==> src/rtl/fifo_wr_arbiter.sv <==
// Round-robin arbiter that multiplexes NREQ write requesters onto one FIFO write port,
// handing the port to one owner for up to BURST words per grant.
module fifo_wr_arbiter #(
    parameter int WIDTH = 8,
    parameter int NREQ  = 4,
    parameter int BURST = 4
) (
    input  logic                  clk_i,
    input  logic                  clr_i,
    input  logic [NREQ-1:0]       req_i,
    input  logic [NREQ*WIDTH-1:0] wdata_i,
    input  logic                  full_i,
    output logic [NREQ-1:0]       gnt_o,
    output logic [NREQ-1:0]       ack_o,
    output logic                  wr_en_o,
    output logic [WIDTH-1:0]      wdata_o,
    output logic                  busy_o
);
    localparam int OW = $clog2(NREQ);
    localparam int CW = $clog2(BURST + 1);

    typedef enum logic {IDLE, GRANT} state_t;

    state_t        state;
    logic [OW-1:0] owner;
    logic [OW-1:0] last_owner;
    logic [CW-1:0] cnt;
    logic [OW-1:0] pick;
    logic          found;
    logic [OW:0]   scan;
    logic          accept;

    // Search starts just past the previous owner so a persistent requester goes to the back.
    always_comb begin
        pick  = last_owner;
        found = 1'b0;
        scan  = '0;
        for (int i = 1; i <= NREQ; i++) begin
            scan = {1'b0, last_owner} + (OW+1)'(i);
            if (scan >= (OW+1)'(NREQ))
                scan = scan - (OW+1)'(NREQ);
            if (!found && req_i[scan[OW-1:0]]) begin
                found = 1'b1;
                pick  = scan[OW-1:0];
            end
        end
    end

    assign accept  = (state == GRANT) && req_i[owner] && !full_i;
    assign wr_en_o = accept;
    assign wdata_o = accept ? wdata_i[owner*WIDTH +: WIDTH] : '0;
    assign busy_o  = (state == GRANT);

    always_comb begin
        ack_o        = '0;
        ack_o[owner] = accept;
    end

    always_ff @(posedge clk_i or posedge clr_i) begin
        if (clr_i) begin
            state      <= IDLE;
            owner      <= '0;
            last_owner <= OW'(NREQ - 1);
            cnt        <= '0;
            gnt_o      <= '0;
        end else begin
            case (state)
                IDLE: begin
                    if (found) begin
                        state      <= GRANT;
                        owner      <= pick;
                        last_owner <= pick;
                        cnt        <= '0;
                        gnt_o      <= NREQ'(1) << pick;
                    end
                end
                GRANT: begin
                    // A dropped request releases even while the FIFO is full.
                    if (!req_i[owner]) begin
                        state <= IDLE;
                        gnt_o <= '0;
                    end else if (accept) begin
                        cnt <= cnt + 1'b1;
                        if (cnt == CW'(BURST - 1)) begin
                            state <= IDLE;
                            gnt_o <= '0;
                        end
                    end
                end
                default: begin
                    state <= IDLE;
                    gnt_o <= '0;
                end
            endcase
        end
    end
endmodule

==> config.mk <==
export PLATFORM = sky130hd
export DESIGN_NAME = fifo_wr_arbiter
export DESIGN_NICKNAME = d
export VERILOG_FILES = /design/src/rtl/fifo_wr_arbiter.sv
export SDC_FILE = /design/constraint.sdc
export NUM_CORES = 1
export LEC_CHECK = 0
export CAP_MARGIN = 20
export CORE_MARGIN = 2
export CORE_UTILIZATION = 37
export DETAILED_ROUTE_END_ITERATION = 10
export PLACE_DENSITY = 0.76
export SYNTH_ARGS = -nofsm -noshare
export SYNTH_HDL_FRONTEND = slang
export SYNTH_SLANG_ARGS = --single-unit
==> constraint.sdc <==
create_clock -name clk_i -period 2.1 [get_ports clk_i]
set_clock_uncertainty 0.15 [all_clocks]
set_input_delay 0.42 -clock clk_i [delete_from_list [all_inputs] [get_ports clk_i]]
set_output_delay 0.42 -clock clk_i [all_outputs]
set_load 0.005 [all_outputs]
======== Yosys cells after proc, flatten, opt, wreduce, memory -nomap -nowiden ========
Index checks and enable logic that the tools add are counted.
storage, ports and cells
  register bits after elaboration ......... 12
  bits in latches ......................... 0
  memory bits (writable) .................. 0
  memory bits (read-only) ................. 0
  output and inout bits ................... 18
  word-level logic and storage cells ...... 86
  memories ................................ 0
cells by class
  add/sub/neg operators ................... 9
  multipliers ............................. 0
  divide/modulo/power cells ............... 0
  $lt $le $gt $ge ......................... 10
  equality and inequality tests ........... 6
  shifts and indexed selects .............. 2
  multiplexer cells ....................... 39
  bitwise gates (word level) .............. 2
  reductions and logical operators ........ 13
operator list
  operator               count
  $shiftx A32 B6 Y8      1
  $mux W2                8
  $mux W4                4
  $lt A2 B3 Y1 const B   5
  $mux W1                14
  $ge A3 B3 Y1 const B   4
  $bmux W1 S2            5
  $mux W3                3
  $mux W8                1
  $pmux W4 S2            1
  $sub A2 B1 Y2 const B  4
  $add A2 B2 Y3 const B  2
  $logic_and A1 B1 Y1    6
  $pmux W3 S2            1
  $reduce_and A3 Y1      2
  $and A4 B4 Y4          1
  $logic_not A1 Y1       4
  $ne A2 B1 Y1 const B   2
  $shl A1 B2 Y4 const A  1
  $add A2 B1 Y3 const B  1
  $add A2 B3 Y3 const B  1
  $add A3 B1 Y3 const B  1
  $eq A3 B2 Y1 const B   1
  $ne A3 B2 Y1 const B   1
  other kinds (7)        7

======== Depth between registers and ports, before layout ========
Gate-level depths: netlist of the first run.
  depth after elaboration ................. 18
  gate-level depth with buffers ........... 6

======== Worst setup path before layout of the first run ========
Ideal clock, no wire load.
  kind .................................... register to output
  start point ............................. register owner[1]
  end point ............................... output ack_o[3]
  arrival time ............................ 1.342 ns
  data required time ...................... 1.530 ns
  setup slack ............................. 0.188 ns
  stages on the path, launching flop included .. 5
  path through ............................ dfrtp_1 > mux4_2 > nand3b_4 > inv_1 > and3_1
on the way
  cells in the longest elaborated chain, start to end .. 5
  elaborated cells between the ends (all ways) .. 10
RTL lines
  what                               RTL line  text
  start, declared                    25        logic [OW-1:0] owner;
  start signal, assigned             71        owner <= pick;
  $bmux W1 S2                        49        assign accept = (state == GRANT) && req_i[owner] && !full_i;
  $mux W1 (implied by the code)      49
  $logic_and A1 B1 Y1 (2 in series)  49
  via wr_en_o                        15        output logic wr_en_o,
  $and A4 B4 Y4 (no line)            --
  end, declared                      14        output logic [NREQ-1:0] ack_o,
The timed path passes the listed nets, and every way through them passes these cells. The select of a mux whose other input is x is not followed.

======== Final worst setup path of the first run ========
  start point ............................. register owner[1]
  end point ............................... output ack_o[2]
on the way
  cells in the longest elaborated chain, start to end .. 5
  elaborated cells between the ends (all ways) .. 10
RTL lines
  what                                                                  RTL line  text
  $lt A2 B3 Y1 (implied by the code), or another cell as far along      56        ack_o[owner] = accept;
  $logic_and A1 B1 Y1 (implied by the code) or $mux W1 (tied branches)  56, 49
  $mux W1 (implied by the code) or $logic_and A1 B1 Y1 (tied branches)  56, 49
  $demux W1 S2 or $logic_and A1 B1 Y1 (tied branches)                   56, 49
  $and A4 B4 Y4 (no line) (*)                                           --
Every way passes the cells marked *; elsewhere a longest branch is shown, timed or not. The select of a mux whose other input is x is not followed.

==> metrics.txt, run 1 <==
# TYPE chip_impl_metric gauge
chip_impl_metric{name="layout-area-overhead-vs-synth",unit="%"} 80.6
chip_impl_info{name="cts_tree",value="built"} 1
chip_impl_metric{name="static-leakage-power",unit="nW"} 0.747
chip_impl_info{name="netlist.top_cell.by_area",value="dfrtp_1"} 1
chip_impl_metric{name="clock_sink_count",unit=""} 12
chip_impl_info{name="worstSetupPathType",value="reg -> out"} 1
chip_impl_info{name="path_common_cell",value="buf_4"} 1
chip_impl_info{name="status",value="finished, violations left"} 1
chip_impl_metric{name="core_area",unit="um2"} 2430
chip_impl_metric{name="synth_xor_xnor_area_share",unit="%"} 0
chip_impl_metric{name="routedWlPerCell",unit="um"} 14.2
chip_impl_info{name="path_cells",value="mux4_2, nand3b_4, buf_4, buf_4, nor3b_2, buf_2"} 1
chip_impl_metric{name="yosys_warnings",unit=""} 0
chip_impl_metric{name="compound_gate_portion_of_the_synthesized_area",unit="%"} 12.1
chip_impl_metric{name="yosys.area_share.adder",unit="%"} 2.70
chip_impl_metric{name="cap_viol_max_count",unit=""} 0
chip_impl_metric{name="avgViaCountPerCell",unit=""} 4.98
chip_impl_metric{name="tns",unit="ns"} -1.90
chip_impl_metric{name="synth.distinct_cells",unit=""} 32
chip_impl_metric{name="grt_usage",unit="%"} 18.8
chip_impl_info{name="rsz0062_at_grt",value="true"} 1
chip_impl_metric{name="wirelength",unit="mm"} 2.72
chip_impl_metric{name="number_of_antenna_violations_at_the_first_check_in_global_routing",unit=""} 0
chip_impl_metric{name="antenna_violating_nets_post_route",unit=""} 0
chip_impl_metric{name="die_y",unit="um"} 54.1
chip_impl_metric{name="h-tree-depth",unit=""} 1
chip_impl_info{name="postSynth.topFlopCell",value="dfrtp_1"} 1
chip_impl_metric{name="slew_violations",unit=""} 0
chip_impl_metric{name="slew_worst_pin",unit="ns"} 0.561
chip_impl_metric{name="drt_first_iter_violations",unit=""} 11
chip_impl_metric{name="clockBufferDepth",unit=""} 2
chip_impl_metric{name="n_antenna_cell",unit=""} 0
chip_impl_metric{name="ff2ff_path_depth",unit=""} 8
chip_impl_info{name="slowest_stage",value="dfrtp_1"} 1
chip_impl_metric{name="postSynthNetCount",unit=""} 125
chip_impl_metric{name="worst_hold_slack",unit="ns"} 0.285
chip_impl_metric{name="postSynth.asyncResetShare",unit="%"} 100
chip_impl_metric{name="synth.avg_cell_area",unit="um2"} 11.0
chip_impl_metric{name="critPathMaxFanout",unit=""} 3
chip_impl_info{name="regToRegStartpoint",value="owner[1]"} 1
chip_impl_metric{name="finalCriticalPeriod",unit="ns"} 2.29
chip_impl_metric{name="finalHoldViolations",unit=""} 0
chip_impl_metric{name="achievable-frequency",unit="MHz"} 436
chip_impl_metric{name="final_critical_path_setup_slack",unit="ns"} -0.193
chip_impl_info{name="violations",value="setup timing"} 1
chip_impl_metric{name="synth_area",unit="um2"} 927
chip_impl_info{name="root_buffer",value="clkbuf_4"} 1
chip_impl_metric{name="clock_insertion_delay_worst_skew",unit="ns"} 0.28
chip_impl_metric{name="cts_hold_repair.buffers",unit=""} 0
chip_impl_metric{name="initial_utilization",unit="%"} 38.1
chip_impl_metric{name="grt_pass1_vias",unit=""} 927
chip_impl_metric{name="fill_cells",unit=""} 197
chip_impl_metric{name="grt_start_max_net_pins",unit=""} 14
chip_impl_metric{name="clock_transition_at_the_registers_of_the_reported_paths",unit="ns"} 0.07
chip_impl_metric{name="ff2ff_setup_slack",unit="ns"} 0.24
chip_impl_metric{name="worst-endpoint-arrival",unit="ns"} 1.72
chip_impl_metric{name="first_pass_grt_wire_length",unit="mm"} 3.88
chip_impl_metric{name="ioPinCount",unit=""} 57
chip_impl_info{name="endpoint_kind",value="output port"} 1
chip_impl_metric{name="power.ir.vdd_worst",unit="V"} 0.000842
chip_impl_metric{name="critical_path_required",unit="ns"} 1.53
chip_impl_metric{name="multiplexer_share_of_the_synthesized_area",unit="%"} 22.9
chip_impl_metric{name="timing.max_slew.rel_slack",unit="%"} 62.4
chip_impl_metric{name="setup_viol",unit=""} 13
chip_impl_metric{name="globalRouteOverflowTotal",unit=""} 0
chip_impl_metric{name="place_congestion",unit=""} 0.798
chip_impl_metric{name="cts-buffers-inserted",unit=""} 3
chip_impl_metric{name="synth_seq_area_share",unit="%"} 32.7
chip_impl_metric{name="post-synth-top-area-fraction",unit="%"} 27.0
chip_impl_metric{name="num-nets-final",unit=""} 203
chip_impl_metric{name="drt_pre_antenna_iters",unit=""} 4
chip_impl_metric{name="power_density",unit="nW/um2"} 1070
chip_impl_metric{name="drive_above_1_share",unit="%"} 36.6
chip_impl_metric{name="drc",unit=""} 0
chip_impl_metric{name="final_min_period_over_clock_period",unit="%"} 109
chip_impl_info{name="ys_top_cells_by_area",value="dfrtp_1, mux4_2, nor2b_1, dfstp_2, ha_1"} 1
chip_impl_metric{name="place.detailed.hpwl",unit="mm"} 2.19
chip_impl_metric{name="portBuffers",unit=""} 56
chip_impl_info{name="synth_top_family_by_area",value="simple AND/OR/NAND/NOR gates"} 1
chip_impl_metric{name="die_area",unit="um2"} 2920
chip_impl_info{name="crit_path_start_kind",value="register"} 1
chip_impl_info{name="hold_class",value="in -> async"} 1
chip_impl_metric{name="standard_cell_rows",unit=""} 18
chip_impl_metric{name="final_util",unit="%"} 68.8
chip_impl_metric{name="syn_inst",unit=""} 84
chip_impl_metric{name="die_x",unit="um"} 54.1
chip_impl_metric{name="post_synth_and_or_nand_nor_area_fraction",unit="%"} 23.2
chip_impl_metric{name="synth_edf_count",unit=""} 0
chip_impl_metric{name="critPathMaxStageDelay",unit="ns"} 0.40
chip_impl_info{name="endpoint_of_the_most_critical_register_to_register_path",value="cnt[0]"} 1
chip_impl_metric{name="via_count",unit=""} 952
chip_impl_metric{name="register_bit_total_from_synthesis",unit=""} 12
metrics by stage:
step / power, mW / setup slack [ns] / cells / area [um2]
floorplan: 1.07 / 0.188 / 84 / 927
global placement: 1.52 / -0.629 / 180 / 1610
detailed placement: 1.56 / -0.643 / 180 / 1610
CTS: 1.78 / -0.195 / 190 / 1650
global route: 1.93 / -0.283 / 191 / 1670
finish: 1.79 / -0.193 / 191 / 1670
synthesized netlist by cell type, types with 2 or more instances:
cell,number
ha_1,2
dfrtp_1,10
o21a_1,2
o21ai_0,3
dfstp_2,2
a21oi_1,4
nor3b_2,2
nand2_1,4
o2bb2ai_1,2
a32o_1,2
nand2b_1,2
buf_6,2
mux4_2,9
nand3_1,4
inv_1,5
nor2b_1,9
nor3_1,2
nor2_1,4
cell type report:
| class | instances | area (um2) | area share, % |
|---|---|---|---|
| timing repair buffer | 78 | 701 | 41.9 |
| clock buffer | 4 | 36.3 | 2.17 |
| multi-input combinational | 62 | 578 | 34.5 |
| sequential | 12 | 303 | 18.1 |
| tap | 30 | 37.5 | 2.24 |
| inverter | 5 | 18.8 | 1.12 |
cells by family (layout without fill, tap and decap cells):
group | Yosys count | count (layout)
simple gates | 34 | 34
compound gates | 16 | 16
flops | 12 | 12
mux | 10 | 10
buf+inv | 10 | 87
fa+ha+maj | 2 | 2
worst max-delay path: cells and delay by family, from the launching register on:
kind	cells	cell delay, ns
DFF	1	0.40
buffers and inverters	3	0.40
and+or+nand+nor	2	0.25
muxes	1	0.39
sequential cells by signal (all words and copies together), names as in the netlist:
signal	cells
busy_o	1
cnt	3
gnt_o	4
last_owner	2
owner	2
repair_timing:
action,CTS,global route
pin swaps,2,3
resized for setup,62,6
endpoints found under the setup margin,13,13
setup buffers,7,1
how the worst max path moves through the flow:
stage	startpoint	to	slack [ns]	cells after the start
final	owner[1]	ack_o[2]	-0.19	6
after global routing	owner[1]	ack_o[1]	-0.28	6
after CTS	owner[1]	ack_o[3]	-0.19	6
after detailed placement	req_i[0]	ack_o[3]	-0.64	6
after global placement	req_i[0]	ack_o[3]	-0.63	6
after floorplan	owner[1]	ack_o[3]	0.19	4
cells in the final DEF (no fill, tap or decap), types with 2 or more instances in the layout:
master           Yosys  layout
dlygate4sd2_1        0       4
nand2b_1             2       2
nor2b_2              0       2
o21ai_0              3       3
nor3_1               2       2
nor3b_2              2       2
inv_1                5       4
ha_1                 2       2
nor2b_1              9       6
clkbuf_4             0       3
clkdlybuf4s50_1      0      39
o21a_1               2       2
buf_4                1      14
dfrtp_1             10      10
dfstp_2              2       2
nor2_1               4       4
nand2_1              4       4
buf_2                1      12
a21oi_1              4       4
mux4_2               9       9
a32o_1               2       2
nand3_1              4       4
o2bb2ai_1            2       2
buf_6                2       8
report_power, final:
part	leakage (nW)	switching (mW)	total (mW)	internal, mW
registers	0.149	0.0890	0.439	0.350
clock network	0.0210	0.0804	0.186	0.106
logic	0.577	0.451	1.17	0.718
metal layers:
metal	up-vias	track usage, %	wire length, um	part of all wire [%]
li1	468	-	-	-
met1	433	18.7	974	36
met2	46	34.1	1320	49
met3	5	6.11	376	14
met4	0	10.4	43	1.6
met5	-	0	0	0
No activity file was read; power rests on OpenSTA's default activity.
==> run 2, diff against run 1 <==
Settings changed: CORE_MARGIN 2 to 1.
==> metrics.txt, run 2 (same netlist as run 1, synthesis figures left out) <==
# TYPE chip_impl_metric gauge
chip_impl_metric{name="area.sequential",unit="um2"} 303
chip_impl_metric{name="final_min_period_over_clock_period",unit="%"} 109
chip_impl_info{name="path_common_cell",value="buf_6"} 1
chip_impl_info{name="crit_path_start_kind",value="register"} 1
chip_impl_metric{name="h-tree-depth",unit=""} 1
chip_impl_info{name="worstSetupPathType",value="reg -> out"} 1
chip_impl_metric{name="first_pass_grt_wire_length",unit="mm"} 4.47
chip_impl_metric{name="final_critical_path_setup_slack",unit="ns"} -0.196
chip_impl_metric{name="num-nets-final",unit=""} 203
chip_impl_metric{name="drc",unit=""} 0
chip_impl_metric{name="total_power",unit="mW"} 1.84
chip_impl_metric{name="number_of_antenna_violations_at_the_first_check_in_global_routing",unit=""} 0
chip_impl_info{name="status",value="finished, violations left"} 1
chip_impl_metric{name="critical_path_required",unit="ns"} 1.53
chip_impl_metric{name="place_congestion",unit=""} 0.728
chip_impl_info{name="path_cells",value="mux4_2, nand3b_4, buf_6, buf_6, nor2b_1, buf_2"} 1
chip_impl_metric{name="achievable-frequency",unit="MHz"} 435
chip_impl_info{name="violations",value="setup timing"} 1
chip_impl_metric{name="die_y",unit="um"} 52.1
chip_impl_metric{name="drt_first_iter_violations",unit=""} 12
chip_impl_metric{name="dp_worst_setup_slack",unit="ns"} -0.728
chip_impl_metric{name="worst-endpoint-arrival",unit="ns"} 1.73
chip_impl_info{name="reg.largest.list",value="gnt_o: 4 flops, cnt: 3 flops"} 1
chip_impl_metric{name="grt_usage",unit="%"} 22.8
chip_impl_metric{name="power.ir.vdd_worst",unit="V"} 0.000944
chip_impl_metric{name="drt_pre_antenna_iters",unit=""} 4
chip_impl_metric{name="setup_viol",unit=""} 13
chip_impl_info{name="rsz0062_at_grt",value="true"} 1
chip_impl_metric{name="stdcell_count",unit=""} 189
chip_impl_info{name="root_buffer",value="clkbuf_4"} 1
chip_impl_info{name="most-common-layout-cells",value="clkdlybuf4s50_1, buf_4, buf_2, dfrtp_1, mux4_2"} 1
chip_impl_info{name="endpoint_kind",value="output port"} 1
chip_impl_info{name="final_common_cell",value="clkdlybuf4s50_1"} 1
chip_impl_info{name="global_route.peak_usage_layer",value="met2"} 1
chip_impl_metric{name="drive_above_1_share",unit="%"} 36.6
chip_impl_metric{name="ioPinCount",unit=""} 57
chip_impl_metric{name="static-leakage-power",unit="nW"} 0.742
chip_impl_info{name="hold_class",value="in -> async"} 1
chip_impl_info{name="slowest_stage",value="mux4_2"} 1
chip_impl_metric{name="met2_track_usage_gr",unit="%"} 39.5
chip_impl_metric{name="initial_utilization",unit="%"} 40.7
chip_impl_metric{name="portBuffers",unit=""} 56
chip_impl_metric{name="grt_start_max_net_pins",unit=""} 14
chip_impl_metric{name="cts-buffers-inserted",unit=""} 3
chip_impl_metric{name="finalCriticalPeriod",unit="ns"} 2.30
chip_impl_metric{name="globalRouteOverflowTotal",unit=""} 0
chip_impl_metric{name="clock_insertion_delay_worst_skew",unit="ns"} 0.28
chip_impl_metric{name="avgViaCountPerCell",unit=""} 5.18
chip_impl_info{name="cts_tree",value="built"} 1
chip_impl_metric{name="place.detailed.hpwl",unit="mm"} 2.07
chip_impl_metric{name="power_density",unit="nW/um2"} 1090
chip_impl_metric{name="antenna_violating_nets_post_route",unit=""} 0
chip_impl_metric{name="grt.met3_usage",unit="%"} 3.51
chip_impl_metric{name="multiInputGateArea",unit="um2"} 578
chip_impl_metric{name="fill_cells",unit=""} 181
chip_impl_info{name="regMostFlops",value="gnt_o"} 1
chip_impl_metric{name="n_antenna_cell",unit=""} 0
chip_impl_metric{name="timing.max_slew.rel_slack",unit="%"} 61.8
chip_impl_metric{name="routedWlPerCell",unit="um"} 14.2
chip_impl_metric{name="via_count",unit=""} 979
chip_impl_metric{name="largest_reg_flops",unit=""} 4
chip_impl_metric{name="cap_viol_max_count",unit=""} 0
chip_impl_metric{name="global_route.usage.met1",unit="%"} 26.6
chip_impl_metric{name="clock_sink_count",unit=""} 12
chip_impl_metric{name="critPathMaxStageDelay",unit="ns"} 0.56
chip_impl_metric{name="place.detailed.instances",unit=""} 177
chip_impl_metric{name="standard_cell_rows",unit=""} 17
chip_impl_metric{name="layout-area-overhead-vs-synth",unit="%"} 81.6
chip_impl_metric{name="critPathMaxFanout",unit=""} 6
chip_impl_metric{name="wirelength",unit="mm"} 2.68
chip_impl_metric{name="clock_transition_at_the_registers_of_the_reported_paths",unit="ns"} 0.08
chip_impl_metric{name="clockBufferDepth",unit=""} 2
chip_impl_metric{name="slew_worst_pin",unit="ns"} 0.570
chip_impl_metric{name="core_area",unit="um2"} 2280
chip_impl_metric{name="slew_violations",unit=""} 0
chip_impl_metric{name="die_area",unit="um2"} 2710
chip_impl_metric{name="die_x",unit="um"} 52.1
chip_impl_metric{name="finalHoldViolations",unit=""} 0
chip_impl_metric{name="grt_pass1_vias",unit=""} 969
run 2: routing by layer:
metal	wire length, um	share of wire (%)
met2	1370	51
met4	78	2.9
met5	0	0
met1	1020	38
met3	214	8.0
run 2: final timing paths:
path,start,to,slack (ns),depth (start not counted)
max,owner[1],wdata_o[3],-0.20,6
min,clr_i,cnt[0],0.30,2
max reg2reg,owner[1],cnt[1],0.35,7
min reg2reg,gnt_o[3],gnt_o[3],0.35,1
max in group asynchronous,clr_i,last_owner[0],1.17,2
min in group clk_i,gnt_o[3],gnt_o[3],0.35,1
run 2: what timing repair did:
| item | CTS | global route |
|---|---|---|
| pin swaps | 3 | 1 |
| hold buffers | 0 | 0 |
| buffers inserted | 7 | 1 |
| setup endpoints to repair | 13 | 13 |
| gates resized for setup | 64 | 3 |
run 2: final cells by class:
cell class / count / share of cell area [%]
Inverter: 5 / 1.11
Multi-Input combinational cell: 62 / 34.3
Timing Repair Buffer: 78 / 42.3
Tap cell: 28 / 2.08
Sequential cell: 12 / 18.0
Clock buffer: 4 / 2.15
run 2: power by group:
part	switching, mW	internal [mW]
logic	0.465	0.744
clock network	0.0809	0.106
registers	0.0927	0.351
total	0.639	1.20
run 2: per-stage QoR:
step | util (%) | hold WS (ns) | TNS [ns] | instance area (um2)
after floorplan | - | 0.133 | 0 | 927
after global placement | 70.3 | 0.326 | -9.13 | 1600
after detailed placement | 70.3 | 0.329 | -9.87 | 1600
after CTS | 73.1 | 0.303 | -1.87 | 1660
after global routing | 74.0 | 0.360 | -2.83 | 1680
final | 74.0 | 0.295 | -1.76 | 1680
run 2: worst max-delay path, delay by kind of cell (launching register included):
kind | cells | cell delay, ns
buffers and inverters | 3 | 0.34
flip-flops | 1 | 0.38
multiplexers | 1 | 0.56
AND/OR/NAND/NOR | 2 | 0.17
